<file path="src/rtl/dft_fifo_lvl_pkg.sv">
// Shared width defaults and helpers for the DFT sample FIFO.
// Imported by the interface, the RAM and the FIFO top level.
package dft_fifo_lvl_pkg;

  localparam int DFT_DATA_W = 12;
  localparam int DFT_ADDR_W = 8;

  function automatic int clog2(input int value);
    int res;
    res = 0;
    while ((1 << res) < value) res++;
    return res;
  endfunction

endpackage

</file>
<file path="src/rtl/dft_fifo_lvl_if.sv">
// Write/read/status bundle of the DFT sample FIFO.
// The master side is the datapath user; the slave side is the FIFO.
interface dft_fifo_lvl_if
  import dft_fifo_lvl_pkg::*;
#(
  parameter int DATA_W = DFT_DATA_W,
  parameter int ADDR_W = DFT_ADDR_W
);

  logic [DATA_W-1:0] wdata;
  logic              wr;
  logic              full;
  logic              almost_full;
  logic              rd;
  logic [DATA_W-1:0] rdata;
  logic              rvalid;
  logic              empty;
  logic              almost_empty;
  logic [ADDR_W:0]   level;
  logic              clr_err;
  logic              ovf;
  logic              udf;

  modport master (
    output wdata, wr, rd, clr_err,
    input  full, almost_full, rdata, rvalid, empty, almost_empty, level, ovf, udf
  );

  modport slave (
    input  wdata, wr, rd, clr_err,
    output full, almost_full, rdata, rvalid, empty, almost_empty, level, ovf, udf
  );

endinterface

</file>
<file path="src/rtl/dft_fifo_lvl_ram.sv">
// Simple dual-port storage for the DFT FIFO: synchronous write, registered read.
// Only the read register is reset; the array itself is not.
module dft_fifo_lvl_ram
  import dft_fifo_lvl_pkg::*;
#(
  parameter int ADDR_W = DFT_ADDR_W,
  parameter int DATA_W = DFT_DATA_W
) (
  input  logic              clk,
  input  logic              rst_n,
  input  logic              we_i,
  input  logic [ADDR_W-1:0] waddr_i,
  input  logic [DATA_W-1:0] wdata_i,
  input  logic              re_i,
  input  logic [ADDR_W-1:0] raddr_i,
  output logic [DATA_W-1:0] rdata_o
);

  logic [DATA_W-1:0] mem_q [2**ADDR_W];
  logic [DATA_W-1:0] rdata_q;

  always_ff @(posedge clk) begin
    if (we_i) mem_q[waddr_i] <= wdata_i;
  end

  always_ff @(posedge clk or negedge rst_n) begin
    if (!rst_n)    rdata_q <= '0;
    else if (re_i) rdata_q <= mem_q[raddr_i];
  end

  assign rdata_o = rdata_q;

endmodule

</file>
<file path="src/rtl/dft_fifo_lvl.sv">
// DFT sample FIFO with fill level, almost-full/empty thresholds and sticky error flags.
// Define DFT_FIFO_FWFT_EN for show-ahead reads; default build is standard (pop then data).
module dft_fifo_lvl
  import dft_fifo_lvl_pkg::*;
#(
  parameter int ADDR_W = DFT_ADDR_W,
  parameter int DATA_W = DFT_DATA_W,
  parameter int AF_THR = 2**ADDR_W - 4,
  parameter int AE_THR = 4
) (
  input logic           clk,
  input logic           rst_n,
  dft_fifo_lvl_if.slave bus
);

  localparam int              LW   = ADDR_W + 1;
  localparam logic [ADDR_W:0] AF_L = LW'(AF_THR);
  localparam logic [ADDR_W:0] AE_L = LW'(AE_THR);

  logic [ADDR_W:0]   wr_ptr_q, wr_ptr_d, rd_ptr_q, rd_ptr_d, level_q, level_d;
  // empty_q tracks RAM words old enough to read; in show-ahead mode it feeds the prefetch
  logic              empty_q, empty_d, full_q, full_d;
  logic              af_q, af_d, ae_q, ae_d, ovf_q, ovf_d, udf_q, udf_d;
  logic              wr_acc, pop, ram_re, out_empty;
  logic [DATA_W-1:0] ram_rdata;

  assign wr_acc = bus.wr & ~full_q;

`ifdef DFT_FIFO_FWFT_EN
  localparam logic [ADDR_W:0] DEPTH_L = LW'(2**ADDR_W);
  logic out_vld_q, out_vld_d;

  assign out_empty = ~out_vld_q;
  assign pop       = bus.rd & out_vld_q;
  assign ram_re    = ~empty_q & (~out_vld_q | pop);
  assign out_vld_d = ram_re | (out_vld_q & ~pop);
`else
  logic rvalid_q;

  assign out_empty = empty_q;
  assign pop       = bus.rd & ~empty_q;
  assign ram_re    = pop;
`endif

  always_comb begin
    wr_ptr_d = wr_ptr_q + LW'(wr_acc);
    rd_ptr_d = rd_ptr_q + LW'(ram_re);
    level_d  = level_q + LW'(wr_acc) - LW'(pop);
    // old write pointer: a word becomes readable one edge after it is written
    empty_d  = (wr_ptr_q == rd_ptr_d);
`ifdef DFT_FIFO_FWFT_EN
    full_d   = (level_d == DEPTH_L);
`else
    full_d   = (wr_ptr_d[ADDR_W] != rd_ptr_d[ADDR_W]) &&
               (wr_ptr_d[ADDR_W-1:0] == rd_ptr_d[ADDR_W-1:0]);
`endif
    af_d     = (level_d >= AF_L);
    ae_d     = (level_d <= AE_L);
    ovf_d    = (bus.wr & full_q) | (ovf_q & ~bus.clr_err);
    udf_d    = (bus.rd & out_empty) | (udf_q & ~bus.clr_err);
  end

  always_ff @(posedge clk or negedge rst_n) begin
    if (!rst_n) begin
      wr_ptr_q  <= '0;
      rd_ptr_q  <= '0;
      level_q   <= '0;
      empty_q   <= 1'b1;
      full_q    <= 1'b0;
      af_q      <= 1'b0;
      ae_q      <= 1'b1;
      ovf_q     <= 1'b0;
      udf_q     <= 1'b0;
`ifdef DFT_FIFO_FWFT_EN
      out_vld_q <= 1'b0;
`else
      rvalid_q  <= 1'b0;
`endif
    end else begin
      wr_ptr_q  <= wr_ptr_d;
      rd_ptr_q  <= rd_ptr_d;
      level_q   <= level_d;
      empty_q   <= empty_d;
      full_q    <= full_d;
      af_q      <= af_d;
      ae_q      <= ae_d;
      ovf_q     <= ovf_d;
      udf_q     <= udf_d;
`ifdef DFT_FIFO_FWFT_EN
      out_vld_q <= out_vld_d;
`else
      rvalid_q  <= pop;
`endif
    end
  end

  dft_fifo_lvl_ram #(
    .ADDR_W (ADDR_W),
    .DATA_W (DATA_W)
  ) u_ram (
    .clk     (clk),
    .rst_n   (rst_n),
    .we_i    (wr_acc),
    .waddr_i (wr_ptr_q[ADDR_W-1:0]),
    .wdata_i (bus.wdata),
    .re_i    (ram_re),
    .raddr_i (rd_ptr_q[ADDR_W-1:0]),
    .rdata_o (ram_rdata)
  );

  assign bus.full         = full_q;
  assign bus.almost_full  = af_q;
  assign bus.empty        = out_empty;
  assign bus.almost_empty = ae_q;
  assign bus.level        = level_q;
  assign bus.ovf          = ovf_q;
  assign bus.udf          = udf_q;
  assign bus.rdata        = ram_rdata;
`ifdef DFT_FIFO_FWFT_EN
  assign bus.rvalid       = out_vld_q;
`else
  assign bus.rvalid       = rvalid_q;
`endif

endmodule
</file>
<file path="src/flat_wrapper.sv">
// flat-port wrapper written by rule: the top's interface ports become plain ports
module dft_fifo_lvl_flat import dft_fifo_lvl_pkg::*;
#(
  parameter int ADDR_W = DFT_ADDR_W,
  parameter int DATA_W = DFT_DATA_W,
  parameter int AF_THR = 2**ADDR_W - 4,
  parameter int AE_THR = 4
)
  (clk, rst_n, bus_wdata, bus_wr, bus_rd, bus_clr_err, bus_full, bus_almost_full, bus_rdata, bus_rvalid, bus_empty, bus_almost_empty, bus_level, bus_ovf, bus_udf);
  dft_fifo_lvl_if #(.DATA_W(DATA_W), .ADDR_W(ADDR_W)) bus_i ();
  input logic clk;
  input logic rst_n;
  input wire logic [$bits(bus_i.wdata)-1:0] bus_wdata;
  input wire logic [$bits(bus_i.wr)-1:0] bus_wr;
  input wire logic [$bits(bus_i.rd)-1:0] bus_rd;
  input wire logic [$bits(bus_i.clr_err)-1:0] bus_clr_err;
  output wire logic [$bits(bus_i.full)-1:0] bus_full;
  output wire logic [$bits(bus_i.almost_full)-1:0] bus_almost_full;
  output wire logic [$bits(bus_i.rdata)-1:0] bus_rdata;
  output wire logic [$bits(bus_i.rvalid)-1:0] bus_rvalid;
  output wire logic [$bits(bus_i.empty)-1:0] bus_empty;
  output wire logic [$bits(bus_i.almost_empty)-1:0] bus_almost_empty;
  output wire logic [$bits(bus_i.level)-1:0] bus_level;
  output wire logic [$bits(bus_i.ovf)-1:0] bus_ovf;
  output wire logic [$bits(bus_i.udf)-1:0] bus_udf;
  assign bus_i.wdata = bus_wdata;
  assign bus_i.wr = bus_wr;
  assign bus_i.rd = bus_rd;
  assign bus_i.clr_err = bus_clr_err;
  assign bus_full = bus_i.full;
  assign bus_almost_full = bus_i.almost_full;
  assign bus_rdata = bus_i.rdata;
  assign bus_rvalid = bus_i.rvalid;
  assign bus_empty = bus_i.empty;
  assign bus_almost_empty = bus_i.almost_empty;
  assign bus_level = bus_i.level;
  assign bus_ovf = bus_i.ovf;
  assign bus_udf = bus_i.udf;
  dft_fifo_lvl #(.ADDR_W(ADDR_W), .DATA_W(DATA_W), .AF_THR(AF_THR), .AE_THR(AE_THR)) u_core (.clk(clk), .rst_n(rst_n), .bus(bus_i));
endmodule
</file>
<file path="config.mk">
export PLATFORM = sky130hd
export DESIGN_NAME = dft_fifo_lvl_flat
export DESIGN_NICKNAME = d
export VERILOG_FILES = /design/src/rtl/dft_fifo_lvl_pkg.sv /design/src/rtl/dft_fifo_lvl_if.sv /design/src/rtl/dft_fifo_lvl_ram.sv /design/src/rtl/dft_fifo_lvl.sv /design/src/flat_wrapper.sv
export SDC_FILE = /design/constraint.sdc
export NUM_CORES = 2
export LEC_CHECK = 0
export CAP_MARGIN = 20
export CORE_MARGIN = 5
export CORE_UTILIZATION = 60
export CTS_BUF_LIST = sky130_fd_sc_hd__clkbuf_8
export DETAILED_ROUTE_END_ITERATION = 16
export MAX_ROUTING_LAYER = met4
export PLACE_DENSITY = 0.76
export SLEW_MARGIN = 0
export SYNTH_ARGS = -nofsm -noshare
export SYNTH_HDL_FRONTEND = slang
export SYNTH_SLANG_ARGS = --single-unit
</file>
<file path="constraint.sdc">
create_clock -name clk -period 8.54 [get_ports clk]
set_input_delay 0.854 -clock clk [delete_from_list [all_inputs] [get_ports clk]]
set_output_delay 0.854 -clock clk [all_outputs]
set_load 0.1 [all_outputs]
</file>
Yosys cells after proc, flatten, opt, wreduce, memory -nomap -nowiden:

Memories as Yosys holds them, arrays and structs flattened. A register that Yosys moved wholly into a read port is not among the register bits.
Index checks and enable logic that the tools add are counted.

* flip-flop bits (word level): 34
* bits in latches: 0
* bits in writable memories: 3072
* memory bits (read-only): 0
* output and inout bits: 28
* logic and storage cells: 35
* memories kept: 1

* $add $sub $neg: 4
* multiply operators: 0
* divide/modulo/power cells: 0
* magnitude comparators: 2
* equality and inequality tests: 3
* shift operators: 0
* mux-type cells: 2
* bitwise operators: 11
* reduce and logical (&&, ||, !) cells: 2

Memories
* u_core.u_ram.mem_q: words 256, width 12, read ports 1, clocked after memory_dff 1, wr ports 1, line dft_fifo_lvl_ram.sv:19 `logic [DATA_W-1:0] mem_q [2**ADDR_W];`

Operators by type and width (count)
* $add A9 B1 Y9: 3
* $eq A9 B9 Y1: 1
* $ge A9 B8 Y1 const B: 1
* $le A9 B3 Y1 const B: 1
* $sub A9 B1 Y9: 1
* $eq A8 B8 Y1: 1
* $and A1 B1 Y1: 6
* $not A1 Y1: 3
* $mux W1: 2
* $or A1 B1 Y1: 2
* $logic_and A1 B1 Y1: 1
* $logic_not A1 Y1: 1
* $ne A1 B1 Y1: 1

Logic depth before layout (Yosys ltp):

* word-level depth: 5
* depth in mapped cells: 13
* gate-level depth less buffers: 13

Modules after synthesis:

From an unflattened synthesis, not the netlist that was laid out.

* cells, all modules: 5883
* area, all modules: 120944.7 um^2

Modules (own cells, without submodules)
* dft_fifo_lvl_ram: instances 1, cells each 5717, area an instance 119114.2 um^2, sequential area each 92548.8 um^2
* dft_fifo_lvl: instances 1, cells each 166, area an instance 1830.5 um^2, sequential area each 853.3 um^2

Least setup slack after synthesis:

No wires, ideal clock.

* path type: register -> register
* start: reg u_core.empty_q (netlist: u_core.bus.empty)
* end: reg u_core.ae_q (netlist: u_core.bus.almost_empty)
* arrival time: 3.505 ns
* data required time: 8.443 ns
* setup slack: 4.938 ns
* stages on the path, launching flop included: 12
* path buffers: 0
* path through: dfstp_2 -> nand2b_1 -> clkinv_1 -> ha_1 -> inv_1 -> ha_1 -> fa_1 -> a21o_1 -> a21oi_1 -> xnor2_1 -> or4b_2 -> nor4_1

* longest elaborated chain between the ends: 4

Ends and longest elaborated chain
* start: declaration: line dft_fifo_lvl.sv:22 `logic empty_q, empty_d, full_q, full_d;`
* start signal: assignment: line dft_fifo_lvl.sv:83 `empty_q <= empty_d;`
* $not A1 Y1: line dft_fifo_lvl.sv:41 `assign pop = bus.rd & ~empty_q;`
* $and A1 B1 Y1: line dft_fifo_lvl.sv:41
* named net u_core.pop: line dft_fifo_lvl.sv:24 `logic wr_acc, pop, ram_re, out_empty;`
* $sub A9 B1 Y9: line dft_fifo_lvl.sv:48 `level_d = level_q + LW'(wr_acc) - LW'(pop);`
* named net u_core.level_d[4]: line dft_fifo_lvl.sv:20 `logic [ADDR_W:0] wr_ptr_q, wr_ptr_d, rd_ptr_q, rd_ptr_d, level_q, level_d;`
* $le A9 B3 Y1: line dft_fifo_lvl.sv:58 `ae_d = (level_d <= AE_L);`
* named net u_core.ae_d: line dft_fifo_lvl.sv:23 `logic af_q, af_d, ae_q, ae_d, ovf_q, ovf_d, udf_q, udf_d;`
* end signal: assignment: line dft_fifo_lvl.sv:71 `ae_q <= 1'b1;`
* end signal: assignment: line dft_fifo_lvl.sv:86 `ae_q <= ae_d;`
* end: declaration: line dft_fifo_lvl.sv:23

The timed path passes the listed nets, and every way through them passes these cells.

==> flow_metrics.py <==
metrics = {
    "status": {
        "status": "completed",
    },
    "synth": {
        "ys_async_sr_fraction_pct": 1.48,
        "syn_inst": 5575,
        "seq_area_frac_synth_pct": 77.3,
        "synth_cell_types": 69,
        "synth.top_cell.area_share_pct": 76.4,
        "syn_nets": 5606,
        "synth-seq-cells": 3118,
        "syn_avg_cell_area_um2": 21.7,
        "syn_area_mm2": 0.121,
        "yosys.area.top_type": "edfxtp_1",
        "ys.flop_type": "edfxtp_1",
        "synth_area_leaders": "edfxtp_1 76%, mux4_2 14%, mux2i_1 2.3%",
        "synth_edf_count": 3072,
        "yosys_warnings": 0,
    },
    "timing": {
        "rsz0062_at_grt": "no",
        "slew_headroom_pct": 11.1,
        "hold_ws_ps": 263,
        "layout_setup_ws_ps": 3700,
        "tns_ps": 0,
        "fmax_mhz": 207,
        "finalHoldViolations": 0,
        "setup_viol": 0,
        "fin_crit_ps": 4840,
        "slew_viol_final": 0,
        "min_period_over_period_pct": 56.7,
        "clock_skew_ps": 91.9,
        "worst_pin_slew_ps": 1330,
    },
    "worst_setup_path": {
        "crit_path_end_kind": "register",
        "worstSetupStartpointType": "register",
        "path_max_fanout": 42,
        "worst-endpoint-required_ps": 9530,
        "critPathKind": "register to register",
        "r2r_slack_ps": 3700,
        "arrival_ps": 5830,
    },
    "route": {
        "totalWireLength_um": 327000,
        "firstDrtPassIters": 8,
        "drt_drc_violations_left": 0,
        "postRouteAntennaNets": 0,
        "viasPerCell": 6.91,
        "drtIter0Drc": 11314,
        "wl_per_cell_um": 35.7,
        "via_count": 63353,
    },
    "finish": {
        "fin_nets": 6168,
        "drive_gt1_share_pct": 26.7,
        "synthToLayoutAreaGrowth_pct": 11.3,
        "fin_cells": 9162,
    },
    "clock_tree": {
        "post_cts_resized": 0,
        "cts_made_buffers": 478,
        "clk_pin_slew_ps": 60,
        "clock_latency_ps": 1130,
        "cts_root_buf": "clkbuf_8",
        "cts_tree": "done",
        "clk_path_buf_depth": 4,
        "h-tree-depth": 5,
        "clock-sinks": 3118,
    },
    "die": {
        "die_area_mm2": 0.210,
        "num_io_pins": 45,
        "num_rows": 164,
        "die_w_um": 459,
        "die-height_um": 459,
        "start_util_pct": 60.4,
        "core-area_mm2": 0.200,
    },
    "placement": {
        "post-place-ws_ps": 3650,
        "gp_congestion": 0.982,
        "post-dp-hpwl_um": 197000,
        "port_buffers": 44,
        "dp.cells": 8296,
    },
    "grt": {
        "grtUsageTotal_pct": 32.2,
        "antenna_found_initial": 15,
        "grt_pass1_vias": 62192,
        "grt_first_pass_wirelength_um": 462000,
        "globalRouteOverflowTotal": 0,
        "grt_max_degree": 130,
    },
    "min_path": {
        "hold_path.class": "primary input to register",
    },
    "power_and_ir_drop": {
        "power.leakage_nw": 43.4,
        "power_density_mw_per_mm2": 315,
        "peakVddDrop_v": 0.000339,
    },
    "run": {
        "drv_cap": 0,
    },
}
==> path summary, 6_finish.rpt <==
kind                                               from                                  end  cells after the start
max                        u_core.rd_ptr_q[0]$_DFF_PN0_  u_core.u_ram.rdata_o[2]$_DFFE_PN0P_                      8
min                                        bus_wdata[0]  u_core.u_ram.mem_q[60][0]$_DFFE_PP_                      1
max reg2reg                u_core.rd_ptr_q[0]$_DFF_PN0_  u_core.u_ram.rdata_o[2]$_DFFE_PN0P_                      8
min reg2reg                    u_core.bus.udf$_DFF_PN0_             u_core.bus.udf$_DFF_PN0_                      2
max in group asynchronous                         rst_n         u_core.rd_ptr_q[4]$_DFF_PN0_                      3
min in group asynchronous                         rst_n  u_core.u_ram.rdata_o[9]$_DFFE_PN0P_                      3
==> kinds of logic (layout without fill, tap and decap cells) <==
family                   count (synthesis)  after routing  synth area share (%)
AO/OA/AOI/OAI                          456            456                  2.63
other                                    0             15                     0
multiplexers                          1020           1020                  16.0
XOR/XNOR                                40             40                 0.290
adder cells (fa/ha/maj)                 14             14                 0.151
AND/OR/NAND/NOR                        576            576                  2.07
flip-flops                            3118           3118                  77.3
buffers and inverters                  351           1267                  1.54
==> cell usage after synthesis (4+ instances only) <==
| cell | instances |
|---|---|
| a2111oi_0 | 14 |
| a211o_1 | 8 |
| a211oi_1 | 34 |
| a21oi_1 | 83 |
| a221o_1 | 6 |
| a221oi_1 | 20 |
| a22o_1 | 12 |
| a22oi_1 | 92 |
| a311oi_1 | 4 |
| a31oi_1 | 7 |
| and2_1 | 7 |
| and3_1 | 4 |
| buf_1 | 38 |
| buf_2 | 69 |
| buf_4 | 44 |
| buf_6 | 32 |
| clkbuf_1 | 140 |
| dfrtp_1 | 44 |
| edfxtp_1 | 3072 |
| ha_1 | 13 |
| inv_1 | 20 |
| mux2_2 | 23 |
| mux2i_1 | 273 |
| mux4_2 | 724 |
| nand2_1 | 95 |
| nand2b_1 | 9 |
| nand3_1 | 48 |
| nand3b_1 | 4 |
| nand4_1 | 21 |
| nor2_1 | 322 |
| nor2b_1 | 25 |
| nor3_1 | 18 |
| nor4_1 | 9 |
| o211ai_1 | 10 |
| o21ai_0 | 41 |
| o21ai_1 | 10 |
| o221ai_1 | 25 |
| o22ai_1 | 57 |
| o311ai_1 | 5 |
| o31ai_1 | 4 |
| or3b_2 | 5 |
| xnor2_1 | 22 |
| xor2_1 | 18 |
==> area by class of cell <==
cell class	count	area [µm²]
well taps	2656	3320
clock inverters	336	1490
inverters	24	93.8
clock buffers	498	6850
repair buffers	409	3540
diodes	15	37.5
multi-input cells	2106	25700
flip-flops and latches	3118	93400
fillers	12103	65700
==> power breakdown <==
group          internal [W]  leakage [nW]  switching, W
logic               0.00503          10.3       0.00883
registers            0.0171          28.2      0.000436
clock network       0.00549          4.90       0.00552
==> sequential cells by signal, summed over array words and instances (netlist names), 9 cells and up <==
register,count
u_core.rd_ptr_q,9
u_core.bus.level,9
u_core.wr_ptr_q,9
u_core.u_ram.rdata_o,12
u_core.u_ram.mem_q,3072
==> through the flow <==
step	utilization [%]	cell area [µm²]	power (W)
global route	67.2	134000	0.0435
floorplan	-	121000	0.0261
global placement	62.7	125000	0.0312
finish	67.2	134000	0.0424
CTS	67.1	134000	0.0422
detailed placement	62.9	126000	0.0313
==> timing repair <==
item	CTS	global route
endpoints found under the setup margin	0	0
hold buffers	1	0
buffers inserted	0	0
hold endpoints to repair	44	0
==> critical path, cell delays in order, from the launching register on <==
cell      delay, ps
dfrtp_4        1120
buf_4           800
buf_4           710
mux4_2          600
mux2i_1         160
a22oi_1         160
nand4_1         400
nand4_1         290
a2111o_1        400
==> layer usage <==
layer,vias to the layer above,routed length (µm),track usage (%)
met2,5170,148000,45.4
met5,-,0,-
met3,947,45900,9.52
met1,32667,114000,43.4
li1,24569,-,-
met4,0,19500,16.4
==> cells in the final DEF (no fill, tap or decap), types with 19 or more instances in the layout <==
cell             instances
clkinv_1               122
edfxtp_1              3072
o22ai_1                 57
nand4_1                 21
o221ai_1                25
a211oi_1                34
o21ai_0                 41
nor2b_1                 19
nand2_1                 95
inv_1                  183
a21oi_1                 83
buf_4                  315
clkbuf_8               510
mux2i_1                273
buf_6                   34
a221oi_1                20
nand3_1                 42
mux4_2                 724
xnor2_1                 22
a22oi_1                 92
mux2_2                  23
dfrtp_1                 38
nor2_1                 300
clkinv_2                39
clkdlybuf4s50_1         31
Power figures use the tool's default switching activity.
